[src/rtl/lcg_stim_gen.sv]
// lcg_stim_gen: deterministic pseudo-random vector source driven by a 32-bit LCG
// (state = state*0x41C64E6D + 0x3039). Each OUT_W-bit vector is built from
// consecutive LCG words, LSW first. The top partial word keeps the low bits of its step.
// Vectors are presented on a valid/ready handshake while the next one is prefetched
// into a shadow buffer.
// Optional feature: define LCG_STIM_CHECKSUM_EN to add a 32-bit XOR checksum output
// covering every accepted vector.
module lcg_stim_gen #(
  parameter int          OUT_W = 141,
  parameter logic [31:0] SEED  = 32'hF30AC820,
  parameter int          CNT_W = 16
) (
  input  logic             clk,
  input  logic             rst_n,
  input  logic             seed_load,
  input  logic [31:0]      seed_in,
  input  logic             start,
  input  logic [CNT_W-1:0] num_vec,
  input  logic             stop,
  output logic             out_valid,
  input  logic             out_ready,
  output logic [OUT_W-1:0] out_vec,
  output logic             busy,
  output logic             done,
  output logic [CNT_W-1:0] vec_count
`ifdef LCG_STIM_CHECKSUM_EN
  ,
  output logic [31:0]      checksum
`endif
);

  localparam int          WORDS   = (OUT_W + 31) / 32;
  localparam int          IDX_W   = (WORDS > 1) ? $clog2(WORDS) : 1;
  localparam logic [31:0] LCG_MUL = 32'h41C64E6D;
  localparam logic [31:0] LCG_INC = 32'h00003039;

  localparam logic [1:0] S_IDLE    = 2'd0;
  localparam logic [1:0] S_FILL    = 2'd1;
  localparam logic [1:0] S_PRESENT = 2'd2;
  localparam logic [1:0] S_DONE    = 2'd3;

  logic [1:0]       state_q;
  logic [31:0]      lcg_state;
  logic [31:0]      lcg_next;
  logic [OUT_W-1:0] shadow;
  logic [OUT_W-1:0] shadow_next;
  logic             shadow_full;
  logic [IDX_W-1:0] fill_idx;
  logic [CNT_W-1:0] num_lat;
  logic [CNT_W-1:0] count_next;
  logic             filling;
  logic             last_step;
  logic             handshake;
  logic             run_end;

  assign lcg_next   = lcg_state * LCG_MUL + LCG_INC;
  // The shadow is being filled during the initial FILL and in PRESENT until it is full.
  assign filling    = (state_q == S_FILL) || ((state_q == S_PRESENT) && !shadow_full);
  assign last_step  = filling && (fill_idx == IDX_W'(WORDS - 1));
  assign handshake  = out_valid && out_ready;
  assign count_next = vec_count + CNT_W'(1);
  assign run_end    = (num_lat != '0) && (count_next == num_lat);
  assign busy       = (state_q == S_FILL) || (state_q == S_PRESENT);

  // Splice the current LCG step into the shadow word selected by fill_idx.
  // The top slice is narrower than 32 bits when OUT_W is not a multiple of 32.
  for (genvar w = 0; w < WORDS; w++) begin : g_word
    localparam int LO = 32 * w;
    localparam int HI = ((32 * w + 31) < OUT_W) ? (32 * w + 31) : (OUT_W - 1);
    assign shadow_next[HI:LO] = (fill_idx == IDX_W'(w)) ? lcg_next[HI-LO:0] : shadow[HI:LO];
`ifdef LCG_STIM_CHECKSUM_EN
    logic [31:0] acc;
    if (w == 0) begin : g_first
      assign acc = 32'(out_vec[HI:LO]);
    end else begin : g_rest
      assign acc = g_word[w-1].acc ^ 32'(out_vec[HI:LO]);
    end
`endif
  end

  // Main sequencer: run control, LCG stepping, shadow prefetch and output handshake.
  always_ff @(posedge clk or negedge rst_n) begin
    if (!rst_n) begin
      state_q     <= S_IDLE;
      lcg_state   <= SEED;
      shadow      <= '0;
      shadow_full <= 1'b0;
      fill_idx    <= '0;
      num_lat     <= '0;
      out_vec     <= '0;
      out_valid   <= 1'b0;
      done        <= 1'b0;
      vec_count   <= '0;
    end else if (stop && (state_q != S_IDLE)) begin
      state_q     <= S_IDLE;
      out_valid   <= 1'b0;
      done        <= 1'b0;
      shadow_full <= 1'b0;
      fill_idx    <= '0;
    end else begin
      case (state_q)
        S_IDLE, S_DONE: begin
          if (seed_load) lcg_state <= seed_in;
          if (start) begin
            num_lat     <= num_vec;
            vec_count   <= '0;
            done        <= 1'b0;
            shadow_full <= 1'b0;
            fill_idx    <= '0;
            state_q     <= S_FILL;
          end
        end
        S_FILL: begin
          lcg_state <= lcg_next;
          shadow    <= shadow_next;
          if (last_step) begin
            out_vec   <= shadow_next;
            out_valid <= 1'b1;
            fill_idx  <= '0;
            state_q   <= S_PRESENT;
          end else begin
            fill_idx <= fill_idx + IDX_W'(1);
          end
        end
        S_PRESENT: begin
          if (filling) begin
            lcg_state <= lcg_next;
            shadow    <= shadow_next;
            if (last_step) begin
              shadow_full <= 1'b1;
              fill_idx    <= '0;
            end else begin
              fill_idx <= fill_idx + IDX_W'(1);
            end
          end
          if (handshake) begin
            vec_count <= count_next;
            if (run_end) begin
              out_valid <= 1'b0;
              done      <= 1'b1;
              state_q   <= S_DONE;
            end else if (shadow_full) begin
              out_vec     <= shadow;
              shadow_full <= 1'b0;
            end else if (last_step) begin
              out_vec     <= shadow_next;
              shadow_full <= 1'b0;
            end else begin
              out_valid <= 1'b0;
            end
          end else if (!out_valid && last_step) begin
            out_vec     <= shadow_next;
            out_valid   <= 1'b1;
            shadow_full <= 1'b0;
          end
        end
        default: state_q <= S_IDLE;
      endcase
    end
  end

`ifdef LCG_STIM_CHECKSUM_EN
  // XOR-accumulate every accepted vector; a new run clears it, stop leaves it alone.
  always_ff @(posedge clk or negedge rst_n) begin
    if (!rst_n) begin
      checksum <= '0;
    end else if (stop && (state_q != S_IDLE)) begin
      checksum <= checksum;
    end else if (start && ((state_q == S_IDLE) || (state_q == S_DONE))) begin
      checksum <= '0;
    end else if ((state_q == S_PRESENT) && handshake) begin
      checksum <= checksum ^ g_word[WORDS-1].acc;
    end
  end
`endif

endmodule

[config.mk]
export PLATFORM = sky130hd
export DESIGN_NAME = lcg_stim_gen
export DESIGN_NICKNAME = d
export VERILOG_FILES = /design/src/rtl/lcg_stim_gen.sv
export SDC_FILE = /design/constraint.sdc
export NUM_CORES = 2
export LEC_CHECK = 0
export CAP_MARGIN = 40
export CORE_MARGIN = 3
export CORE_UTILIZATION = 39
export CTS_CLUSTER_SIZE = 30
export DETAILED_ROUTE_END_ITERATION = 6
export DONT_BUFFER_PORTS = 1
export HOLD_SLACK_MARGIN = 0.02
export PLACE_DENSITY_LB_ADDON = 0.08
export SLEW_MARGIN = 10
export SYNTH_ARGS = -nofsm -noshare
export SYNTH_HDL_FRONTEND = slang
export SYNTH_SLANG_ARGS = --single-unit
[constraint.sdc]
create_clock -name clk -period 11.13 [get_ports clk]
set_input_delay 1.113 -clock clk [delete_from_list [all_inputs] [get_ports clk]]
set_output_delay 1.113 -clock clk [all_outputs]
set_load 0.03 [all_outputs]
# Yosys cells after proc, flatten, opt, wreduce, memory -nomap -nowiden
# Index checks and enable logic that the tools add are counted.
# totals
ff_bits	354
out_inout_bits	160
# op_classes
addsub	3
multipliers	1
eq_ne	22
muxes	52
n_bitwise	1
n_reduce_logical	29
# op_table
operator	count
2-to-1 mux 141 bit	6
one-hot mux 141 bit (2 select lines)	2
2-to-1 mux 32 bit	6
one-hot mux 32 bit (3 select lines)	1
adder 32 x 14 -> 32 bit (second input constant)	1
multiplier 32 x 31 -> 32 bit (second input constant)	1
2-to-1 mux 16 bit	2
one-hot mux 16 bit (2 select lines)	1
2-to-1 mux 1 bit	19
adder 16 x 1 -> 16 bit (second input constant)	1
== test 16 bit	1
AND reduction 4 bit	4
nonzero test 16 bit	1
!= test 3 x 2 -> 1 bit (second input constant)	5
2-to-1 mux 13 bit	1
2-to-1 mux 3 bit	4
2-to-1 mux 2 bit	5
!= test 5 x 4 -> 1 bit (second input constant)	2
one-hot mux 3 bit (3 select lines)	1
AND reduction 3 bit	3
!= test 2 bit (second input constant)	4
== test 3 x 2 -> 1 bit (second input constant)	2
logical AND 1 bit	6
!= test 3 bit (second input constant)	2
18 further kinds	27

# Longest topological paths before layout
# logic_depth
depth_word	12
mapped_depth	26

# Worst setup path after synthesis
# Ideal clock, no wire load.
# synth_timing
path_kind	flip-flop to flip-flop
startpoint	register lcg_state[5]
endpoint	register out_vec[123]
arrival_ns	6.648
t_required_ns	11.004
slack_ns	4.356
stages_incl_launch_ff	24
n_path_buf	0
path_cell_list	dfstp_2 -> ha_1 -> xor2_1 -> ha_1 -> a21oi_1 -> fa_1 -> fa_1 -> inv_1 -> fa_1 -> inv_1 -> fa_1 -> inv_1 -> fa_1 -> inv_1 -> fa_1 -> inv_1 -> ha_1 -> nand3_1 -> or2_2 -> o41a_1 -> o31ai_1 -> xor2_1 -> and3_1 -> a221o_1
# synth_between
elab_chain_cells	8
word_cells_on_any_way	9
cone_classes	add/sub: 1; mul: 1; mux: 7
# synth_rtl
item	line	rtl
start, declared	43	logic [31:0] lcg_state;
start signal, assigned	103	if (seed_load) lcg_state <= seed_in;
start signal, assigned	114	lcg_state <= lcg_next;
start signal, assigned	127	lcg_state <= lcg_next;
multiplier 32 x 31 -> 32 bit (*)	56	assign lcg_next = lcg_state * LCG_MUL + LCG_INC;
adder 32 x 14 -> 32 bit (*)	56	
2-to-1 mux 32 bit (*)	70	assign shadow_next[HI:LO] = (fill_idx == IDX_W'(w)) ? lcg_next[HI-LO:0] : shadow[HI:LO];
2-to-1 mux 141 bit	116, 145	
2-to-1 mux 141 bit	142	end else if (shadow_full) begin
2-to-1 mux 141 bit	138	if (run_end) begin
2-to-1 mux 141 bit	136	if (handshake) begin
one-hot mux 141 bit (2 select lines) (*)	101	case (state_q)
end signal, assigned	143	out_vec <= shadow;
end signal, assigned	146	out_vec <= shadow_next;
end signal, assigned	152	out_vec <= shadow_next;
end, declared	22	output logic [OUT_W-1:0] out_vec,
# Mark *: on every way between the ends. The rest lies on a longest branch, timed or not. The select of a mux whose other input is x is not followed.
# A chain may end at the register's enable or synchronous reset.

# Worst setup path after layout
# layout_timing
startpoint	register lcg_state[0]
endpoint	register out_vec[112]
# Same word-level chain as after synthesis.

==> results.ini <==
[outcome]
status=complete, no violations

[floorplanning]
ios=214
die_h_um=261
start_util=0.399
die-area_um2=68100
fp-row-count=92
coreArea_um2=63700
fp.dieW_um=261

[cts]
cts_tree=done
cts_buffer_depth=3
htreeDepth=2
cts_setup_buffers=0
numClockSinks=354
cts-root-buf=clkbuf_16
clk_pin_slew_worst_paths_ns=0.07
cts_buffers=43
cts_resized=0
clk_latency_ns=0.59
ctsHoldBuffers=0

[yosys]
yosysWarnings=0
synth_edf_count=0
syn-cell-area_um2=25400
synth_nets=2944
ys_async_sr_fraction=1.00
ys_ff_latch=354
syn_area_per_cell_um2=10.2
synth-main-ff-cell=dfrtp_1
seq_area_frac_synth=0.350
syn_inst=2488
synth_cell_types=78

[timing]
min_period_ns=8.71
final.period_utilization=0.782
rsz0062_at_grt=false
skew_ns=0.0214
slew_violations=0
setup_viol=0
worst_pin_slew_ns=0.888
timing.fmax_mhz=115
slew_headroom=0.408
tns_ns=0
hold_viol_final=0
whs_ns=0.254

[routing]
route.detailed.drc=0
postRouteAntennaNets=0
wire_per_inst_um=24.6
drt_pass1_iterations=5
avgViaCountPerCell=5.46
vias=18307
drt_wl_total_um=82500
drt_iter0_drc=1345

[global_routing]
grt_usage=0.244
grt_pass1_vias=18914
grt_max_degree=355
grt_pass1_wl_um=125000
antenna_found_initial=2
globalRouteOverflowTotal=0

[final_layout]
utilization=0.436
finalInstanceArea_um2=27800
drive_gt1_frac=0.112
fillers=6114
fin_nets=2928
area_growth_pct=9.45

[placed_design]
routabilityCongestion=0.966
dp_hpwl_um=63100
placedInstanceArea_um2=26300
io_buffers=0

[worst_setup_path]
worstPathArrival_ns=9.21
critical_path_class=reg -> reg
crit_fanout=16
crit_required_ns=11.63
end_kind=register
crit_path_start_kind=register

[job]
max_cap_viol_count=0

[hold_path]
hold_path_class=in -> async

## sequential cells by signal, summed over array words and instances, names as in the netlist
name,count
shadow,141
out_vec,141
num_lat,16
done,1
lcg_state,32
fill_idx,3
out_valid,1
shadow_full,1
state_q,2
vec_count,16
## worst max-delay path, cell delays in order (launching register included)
cell	delay, ns
dfrtp_1	0.86
inv_1	0.44
ha_1	0.54
inv_1	0.50
ha_1	0.25
inv_1	0.06
fa_1	0.44
fa_1	0.51
inv_1	0.05
ha_1	0.26
inv_1	0.05
fa_1	0.53
inv_1	0.05
fa_1	0.50
fa_1	0.43
ha_1	0.41
nand3_1	0.13
a21oi_1	0.05
a211oi_1	0.68
a21boi_0	0.31
o31ai_1	0.39
a21boi_1	0.78
a22oi_1	0.20
o2bb2ai_1	0.17
## kinds of logic after synthesis
logic type	count (synthesis)	synth area share
compound gates	558	0.145
xor+xnor	82	0.0283
fa+ha+maj	402	0.253
buf+inv	521	0.0819
flops	354	0.350
mux	144	0.0630
simple gates	427	0.0791
## stage by stage
step / cells / setup slack [ns]
3_5_place_dp: 3273 / 2.48
6_report: 3351 / 2.42
2_1_floorplan: 2488 / 4.36
4_1_cts: 3349 / 2.41
5_1_grt: 3349 / 1.95
3_3_place_gp: 3251 / 2.56
## cell type report
class / instances / area, um2 / area share
Sequential cell: 354 / 8870 / 0.320
Inverter: 414 / 1550 / 0.0560
Antenna cell: 2 / 5.00 / 0.000180
Clock buffer: 59 / 1230 / 0.0442
Tap cell: 846 / 1060 / 0.0381
Timing Repair Buffer: 46 / 397 / 0.0143
Clock inverter: 17 / 195 / 0.00703
Multi-Input combinational cell: 1613 / 14500 / 0.521
## cell usage in the layout (no fill, tap or decap), types with 49 or more instances in the layout
cell / instances
o2bb2ai_1: 49
a22oi_1: 56
xnor2_1: 56
nand2_1: 193
inv_1: 414
fa_1: 185
mux2_2: 113
dfrtp_1: 342
a21oi_1: 104
ha_1: 216
nor2_1: 94
o21ai_0: 178
## cells in the mapped netlist, types with 8 or more instances
cell type | count | area, um2
mux2_2 | 113 | 1270
a21oi_1 | 105 | 526
o2bb2ai_2 | 10 | 150
a31oi_1 | 12 | 75.1
buf_6 | 14 | 158
xnor2_1 | 56 | 490
a221o_1 | 14 | 140
nand4_1 | 8 | 50.1
buf_2 | 11 | 55.1
a211oi_1 | 9 | 67.6
mux2i_1 | 19 | 190
nor2_1 | 94 | 353
nand2_1 | 195 | 732
a22o_1 | 18 | 158
xor2_1 | 26 | 228
or2_2 | 10 | 62.6
clkbuf_1 | 74 | 278
a22oi_1 | 56 | 420
a21o_1 | 20 | 150
o21ai_0 | 182 | 911
and3_1 | 23 | 144
ha_1 | 217 | 2720
mux2_1 | 12 | 135
inv_1 | 414 | 1550
dfstp_2 | 12 | 315
nor2b_1 | 8 | 50.1
o2bb2ai_1 | 49 | 429
o22ai_1 | 14 | 87.6
o31ai_1 | 16 | 120
fa_1 | 185 | 3700
nand3_1 | 17 | 85.1
nand2b_1 | 9 | 56.3
a21boi_0 | 8 | 60.1
nor3_1 | 20 | 100
dfrtp_1 | 342 | 8560
## routing by layer
| layer | global-route usage | wire (um) | vias up |
|---|---|---|---|
| met4 | 0.0713 | 2630 | 0 |
| met3 | 0.0479 | 4960 | 128 |
| met1 | 0.327 | 35800 | 9362 |
| li1 | - | - | 8345 |
| met5 | 0 | 0 | - |
| met2 | 0.403 | 39100 | 472 |
## path summary, 6_finish.rpt
check                                           end                     start  cells past startpoint  slack [ns]
min in group clk             shadow[87]$_DFFE_PN0P_    shadow[87]$_DFFE_PN0P_                      2        0.48
setup reg to reg           out_vec[112]$_DFFE_PN0P_  lcg_state[0]$_DFFE_PN0P_                     23        2.42
max in group asynchronous  out_vec[130]$_DFFE_PN0P_                     rst_n                      0       10.30
setup / recovery           out_vec[112]$_DFFE_PN0P_  lcg_state[0]$_DFFE_PN0P_                     23        2.42
hold reg to reg              shadow[87]$_DFFE_PN0P_    shadow[87]$_DFFE_PN0P_                      2        0.48
hold / removal              out_vec[24]$_DFFE_PN0P_                     rst_n                      0        0.25
Power is left out: the tool's default activity adds up to more than one toggle a clock period on the data nets, which glitch-free logic cannot reach.
